$ cat src/rtl/hex_led_lfsr.sv
// -----------------------------------------------------------------------------
// hex_led_lfsr
//
// Purpose:
//   Small game-support block with three independent registered functions:
//     * an 8-bit XNOR Fibonacci LFSR that produces a pseudo-random number,
//     * four 2-bit digit to active-low 7-segment decoders, one register each,
//     * a "won" LED flasher that alternates two complementary patterns,
//       each pattern held for FLASH_DIV clock cycles.
//
// Parameters:
//   FLASH_DIV   clk cycles per LED flash half-period (legal range 2..1024)
//
// Ports:
//   clk            in   single clock, all registers update on its rising edge
//   Reset          in   asynchronous, active-low reset
//   switch         in   1 = advance the LFSR every cycle, 0 = hold it
//   q              out  [7:0] current LFSR state
//   digit0..digit3 in   [1:0] guessed digit values 0..3
//   hex0..hex3     out  [6:0] active-low segments {g,f,e,d,c,b,a}, 1 cycle latency
//   won            in   game-won flag, enables the LED flasher
//   ledr           out  [9:0] LED pattern
//
// Every output is taken straight from a flop; no input reaches an output
// combinationally.
// -----------------------------------------------------------------------------
module hex_led_lfsr #(
    parameter int FLASH_DIV = 32
) (
    input  logic       clk,
    input  logic       Reset,
    input  logic       switch,
    output logic [7:0] q,
    input  logic [1:0] digit0,
    input  logic [1:0] digit1,
    input  logic [1:0] digit2,
    input  logic [1:0] digit3,
    output logic [6:0] hex0,
    output logic [6:0] hex1,
    output logic [6:0] hex2,
    output logic [6:0] hex3,
    input  logic       won,
    output logic [9:0] ledr
);

    localparam int                CNT_W     = $clog2(FLASH_DIV);
    localparam logic [CNT_W-1:0]  CNT_MAX   = CNT_W'(FLASH_DIV - 1);
    localparam logic [CNT_W-1:0]  CNT_ZERO  = CNT_W'(0);
    localparam logic [CNT_W-1:0]  CNT_ONE   = CNT_W'(1);
    localparam logic [9:0]        LED_OFF   = 10'b00_0000_0000;
    localparam logic [9:0]        LED_START = 10'b01_0101_0101;
    localparam logic [6:0]        SEG_ZERO  = 7'b100_0000;
    localparam logic [7:0]        LFSR_SEED = 8'h00;

    // Active-low 7-segment pattern for a 2-bit digit, bit order {g,f,e,d,c,b,a}.
    function automatic logic [6:0] seg_encode(input logic [1:0] digit);
        logic [6:0] seg;
        case (digit)
            2'd0:    seg = 7'b100_0000;
            2'd1:    seg = 7'b111_1001;
            2'd2:    seg = 7'b010_0100;
            2'd3:    seg = 7'b011_0000;
            default: seg = 7'b111_1111;
        endcase
        return seg;
    endfunction

    // One XNOR Fibonacci step, taps 8,6,5,4. XNOR feedback makes all-zeros a
    // legal seed; the lock-up state is all-ones, which the 255-state cycle
    // starting at 00 never visits.
    function automatic logic [7:0] lfsr_next(input logic [7:0] cur);
        return {cur[6:0], ~(cur[7] ^ cur[5] ^ cur[4] ^ cur[3])};
    endfunction

    logic [7:0]       q_r;
    logic [7:0]       q_next_s;
    logic [6:0]       hex0_r;
    logic [6:0]       hex1_r;
    logic [6:0]       hex2_r;
    logic [6:0]       hex3_r;
    logic [9:0]       ledr_r;
    logic [9:0]       ledr_next_s;
    logic [CNT_W-1:0] cnt_r;
    logic [CNT_W-1:0] cnt_next_s;

    // LFSR next-state: advance when switch is high, otherwise hold.
    always_comb begin
        q_next_s = q_r;
        if (switch) begin
            q_next_s = lfsr_next(q_r);
        end else begin
            q_next_s = q_r;
        end
    end

    // LED flasher next-state: won low clears; the first won cycle loads the
    // start pattern; afterwards the pattern inverts every FLASH_DIV cycles.
    always_comb begin
        ledr_next_s = ledr_r;
        cnt_next_s  = cnt_r;
        if (!won) begin
            ledr_next_s = LED_OFF;
            cnt_next_s  = CNT_ZERO;
        end else if (ledr_r == LED_OFF) begin
            ledr_next_s = LED_START;
            cnt_next_s  = CNT_ZERO;
        end else if (cnt_r == CNT_MAX) begin
            ledr_next_s = ~ledr_r;
            cnt_next_s  = CNT_ZERO;
        end else begin
            ledr_next_s = ledr_r;
            cnt_next_s  = cnt_r + CNT_ONE;
        end
    end

    // LFSR state register.
    always_ff @(posedge clk or negedge Reset) begin
        if (!Reset) begin
            q_r <= LFSR_SEED;
        end else begin
            q_r <= q_next_s;
        end
    end

    // Seven-segment registers; each channel follows its own digit input.
    always_ff @(posedge clk or negedge Reset) begin
        if (!Reset) begin
            hex0_r <= SEG_ZERO;
            hex1_r <= SEG_ZERO;
            hex2_r <= SEG_ZERO;
            hex3_r <= SEG_ZERO;
        end else begin
            hex0_r <= seg_encode(digit0);
            hex1_r <= seg_encode(digit1);
            hex2_r <= seg_encode(digit2);
            hex3_r <= seg_encode(digit3);
        end
    end

    // LED pattern and phase counter registers.
    always_ff @(posedge clk or negedge Reset) begin
        if (!Reset) begin
            ledr_r <= LED_OFF;
            cnt_r  <= CNT_ZERO;
        end else begin
            ledr_r <= ledr_next_s;
            cnt_r  <= cnt_next_s;
        end
    end

    assign q    = q_r;
    assign hex0 = hex0_r;
    assign hex1 = hex1_r;
    assign hex2 = hex2_r;
    assign hex3 = hex3_r;
    assign ledr = ledr_r;

endmodule

$ cat config.mk
export PLATFORM = sky130hd
export DESIGN_NAME = hex_led_lfsr
export DESIGN_NICKNAME = d
export VERILOG_FILES = /design/src/rtl/hex_led_lfsr.sv
export SDC_FILE = /design/constraint.sdc
export NUM_CORES = 1
export LEC_CHECK = 0
export CORE_MARGIN = 4
export CORE_UTILIZATION = 44
export DETAILED_ROUTE_END_ITERATION = 8
export PLACE_DENSITY = 0.79
export SLEW_MARGIN = 20
export SYNTH_ARGS = -nofsm -noshare
export SYNTH_HDL_FRONTEND = slang
export SYNTH_SLANG_ARGS = --single-unit
$ cat constraint.sdc
create_clock -name clk -period 2.07 [get_ports clk]
set_clock_uncertainty 0.15 [all_clocks]
set_input_delay 0.207 -clock clk [delete_from_list [all_inputs] [get_ports clk]]
set_output_delay 0.207 -clock clk [all_outputs]
set_load 0.03 [all_outputs]
Word level (Yosys, flattened, before mapping)
Index checks and enable logic that the tools add are counted.
{"block": "word_totals", "register_bits": 51, "in_bits": 12, "elab_cells": 42}
{"block": "op_classes", "n_addsub": 1, "n_eq_ne": 14, "muxes": 10, "bitwise": 5, "reduce_logical": 5}
{"cell": "$pmux 7 s4", "n": 4}
{"cell": "$mux 10", "n": 3}
{"cell": "$eq 2x2->1 const B", "n": 8}
{"cell": "$mux 5", "n": 3}
{"cell": "$logic_not 10->1", "n": 1}
{"cell": "$not 10->10", "n": 1}
{"cell": "$eq 2x1->1 const B", "n": 4}
{"cell": "$logic_not 2->1", "n": 4}
{"cell": "$add 5x1->5 const B", "n": 1}
{"cell": "$eq 5x5->1 const B", "n": 1}
{"cell": "$ne 3x1->1 const B", "n": 1}
{"cell": "$xor 1x1->1", "n": 3}
{"cell": "$not 1->1", "n": 1}

Logic depth before layout (Yosys ltp)
{"block": "depth", "ltp_word": 4, "ltp_mapped": 8, "mapped_depth_nobuf": 6}

Worst setup path before layout
Ideal clock, no wire load.
{"block": "synth_path", "path_type": "reg2reg", "from": "reg cnt_r[0]", "to": "reg ledr_r[5] (netlist: ledr[5])", "setup_time_ns": 0.121, "arrival_ns": 1.454, "required_ns": 1.799, "setup_slack_ns": 0.345, "stages_incl_launch_ff": 8, "cell_sequence": "dfrtp_1 > ha_1 > and3_1 > ha_1 > buf_2 > buf_2 > xnor2_1 > nor2_1"}
{"block": "synth_via", "elab_chain_len": 2}
{"element": "from (decl)", "line_no": "83", "rtl": "logic [CNT_W-1:0] cnt_r;"}
{"element": "from (signal assigned)", "line_no": "147", "rtl": "cnt_r <= cnt_next_s;"}
{"element": "$eq 5x5->1", "line_no": "107", "rtl": "end else if (cnt_r == CNT_MAX) begin"}
{"element": "$ne 3x1->1 (no source line)"}
{"element": "to (signal assigned)", "line_no": "146", "rtl": "ledr_r <= ledr_next_s;"}
{"element": "to (decl)", "line_no": "81", "rtl": "logic [9:0] ledr_r;"}
Every way passes these cells.
A chain may end at the register's enable or synchronous reset.

Worst setup path in the final report
{"block": "layout_path", "from": "reg cnt_r[0]", "to": "reg ledr_r[4] (netlist: ledr[4])"}
Same word-level chain as after synthesis.

==> impl_metrics.py <==
metrics = {
    "placed_design": {
        "place_ws_ns": 0.163,
        "place_inst": 212,
        "detailed_place_hpwl_mm": 2.29,
        "place_congestion": 0.762,
        "port_buffers": 53,
        "postPlaceCellArea_um2": 2140,
    },
    "setup_path": {
        "arrival_ns": 1.91,
        "cp_max_fo": 15,
        "cpPeakStageDelay_ns": 0.42,
        "endpoint_kind": "flop",
        "path_buf_inv": 0,
        "reg2regPathDepth": 5,
        "crit_chain": "ha_1, and3_1, ha_1, a311oi_1, a211oi_1",
        "cp_slowest_cell": "ha_1",
        "crit_path_start_kind": "flop",
        "worstPathRequired_ns": 2.05,
        "path_depth": 5,
        "crit_family": "adder cells",
        "criticalPathCategory": "reg -> reg",
        "cp_common_cell": "ha_1",
    },
    "floorplan": {
        "coreArea_um2": 3470,
        "initial_utilization_pct": 47.3,
        "rows": 21,
        "die_w_um": 69.0,
        "design.die.area_um2": 4770,
        "num_io_pins": 58,
        "die_y_um": 69.0,
    },
    "global_routing": {
        "grt_max_degree": 44,
        "grt_first_pass_wirelength_mm": 5.26,
        "grtUsageTotal_pct": 14.0,
        "antenna_found_initial": 0,
        "first_global_vias": 1118,
        "grt_overflow": 0,
    },
    "synthesis": {
        "synthTopCellsByCount": "dfrtp_1, xnor2_1, nor2_1, buf_4, mux2_2",
        "yosys.cell_types.count": 24,
        "syn_inst": 125,
        "synth-edff-count": 0,
        "syn_area_um2": 1640,
        "synth-async-reset-ratio_pct": 100,
        "avgSynthCellArea_um2": 13.1,
        "synth_largest_area_cell": "dfrtp_1",
        "yosysWarningCount": 0,
        "ys_seq_area_share_pct": 66.0,
        "ys_ff_latch": 43,
        "post-synth-top-count-cell": "dfrtp_1",
        "synth_top_area_share_pct": 59.5,
        "synth_flop_cell": "dfrtp_1",
        "yosys-top-cells-area": "dfrtp_1, dfstp_2, xnor2_1",
    },
    "sta": {
        "final.setup.worst_slack_ns": 0.145,
        "slew_headroom_pct": 39.5,
        "rsz0062_at_grt": "no",
        "setup_viol": 0,
        "finalHoldViolations": 0,
        "fmax_ghz": 0.519,
        "fin_crit_sh_pct": 93.0,
        "period_needed_ns": 1.93,
        "fin_tns_setup_ns": 0,
        "maxSlewViolCount": 0,
        "worst_pin_slew_ns": 0.908,
    },
    "clock_tree": {
        "ctsRootBufferMaster": "clkbuf_8",
        "clkSinkCount": 43,
        "cts_resized": 0,
        "max-clock-path-buffers": 2,
        "cts_tree": "yes",
        "clk_latency_ns": 0.28,
        "path_clk_slew_ns": 0.08,
        "cts_made_buffers": 5,
        "htree_levels": 2,
    },
    "drt": {
        "vias": 1025,
        "first_iter_violations": 41,
        "drt-vias-per-instance": 4.64,
        "drtAntennaViolNets": 0,
        "drt_first_pass_iters": 4,
        "wl_mm": 3.10,
        "detail_route.wl_per_cell_um": 14.0,
        "drc": 0,
    },
    "power": {
        "leakagePower_nw": 0.977,
        "clkPwrFrac_pct": 20.8,
        "switching_share_pct": 34.8,
        "combPwrFrac_pct": 37.4,
        "internal-power_mw": 1.78,
        "power_frac_seq_pct": 41.8,
        "cellPowerDensity_nw_per_um2": 1210,
        "vdd_drop_max_mv": 0.656,
        "switchingPower_mw": 0.949,
    },
    "hold_path": {
        "min_path_cells": 1,
        "min_path_type": "in -> reg",
    },
    "layout": {
        "layout.nets": 188,
        "fin_util_pct": 65.0,
        "n_antenna_cell": 0,
        "post_layout_nonfiller_instances": 221,
        "drive_gt1_share_pct": 16.0,
        "area_growth_pct": 37.6,
        "final_area_um2": 2250,
    },
    "outcome": {
        "status": "finished, final reports clean",
    },
    "flow_run": {
        "cap_viol_max_count": 0,
    },
}
## per-stage QoR
| step | total power, mW | hold slack [ns] |
|---|---|---|
| 2_1_floorplan | 1.78 | -0.239 |
| 3_3_place_gp | 2.16 | 0.219 |
| 3_5_place_dp | 2.19 | 0.252 |
| 4_1_cts | 2.76 | 0.278 |
| 5_1_grt | 2.88 | 0.299 |
| 6_report | 2.73 | 0.282 |
## cells in the final DEF, fill, tap and decap left out, drive strengths merged
cell,instances
conb,4
a211oi,1
mux2,8
nor2b,4
and3,3
inv,5
nand2,2
a31o,1
clkdlybuf4s50,52
xor2,1
or2,4
dlygate4sd3,1
ha,2
nand3,2
clkbuf,8
xnor2,12
nor2,11
buf,1
a311oi,1
dfstp,4
a21oi,4
dfrtp,39
nor4,2
nor3,3
## logic make-up (layout without fill, tap and decap cells)
group,Yosys count,in the layout,share of synthesized area [%]
adders and majority gates,2,2,1.53
and+or+nand+nor,31,31,10.5
AOI/OAI and AO/OA,7,7,2.75
DFF,43,43,66.0
other,1,4,0.229
buffers and inverters,20,67,6.57
muxes,8,8,5.50
xor gates and xnor gates,13,13,6.95
## layer usage
layer	wire length (µm)	global-route usage, %
met2	1700	25.5
met1	1170	14.4
met4	78	7.38
met3	149	4.07
met5	0	0
## state kept, by name, indices dropped and copies added (netlist names)
signal  cells
q           8
cnt_r       5
hex1        5
hex2        5
ledr       10
hex0        5
hex3        5
## path summary, 6_finish.rpt
kind / startpoint / to / slack, ns
min reg2reg: cnt_r[0] / cnt_r[0] / 0.34
max reg2reg: cnt_r[0] / ledr[4] / 0.14
min in group asynchronous: Reset / cnt_r[4] / 0.44
max in group asynchronous: Reset / hex0[4] / 0.77
max: cnt_r[0] / ledr[4] / 0.14
min: digit3[0] / hex3[4] / 0.28
## power groups by stage
stage | logic, mW | registers (mW) | clock network (mW)
detailed placement | 1.03 | 1.16 | 0
CTS | 1.03 | 1.14 | 0.580
finish | 1.02 | 1.14 | 0.567
global route | 1.09 | 1.17 | 0.618
floorplan | 0.364 | 1.42 | 0
global placement | 1.01 | 1.15 | 0
## layout make-up
type                            count  area [µm²]
Clock buffer                        8         100
Tap cell                           46        57.6
Sequential cell                    43        1080
Timing Repair Buffer               54         536
Fill cell                         279        1210
Inverter                            5        18.8
Multi-Input combinational cell     65         462
## repair_timing
action                                 CTS  global route
endpoints found under the hold margin   39             0
hold buffers                             1             0
buffers inserted                         0             0
(Power assumes the default switching activity.)
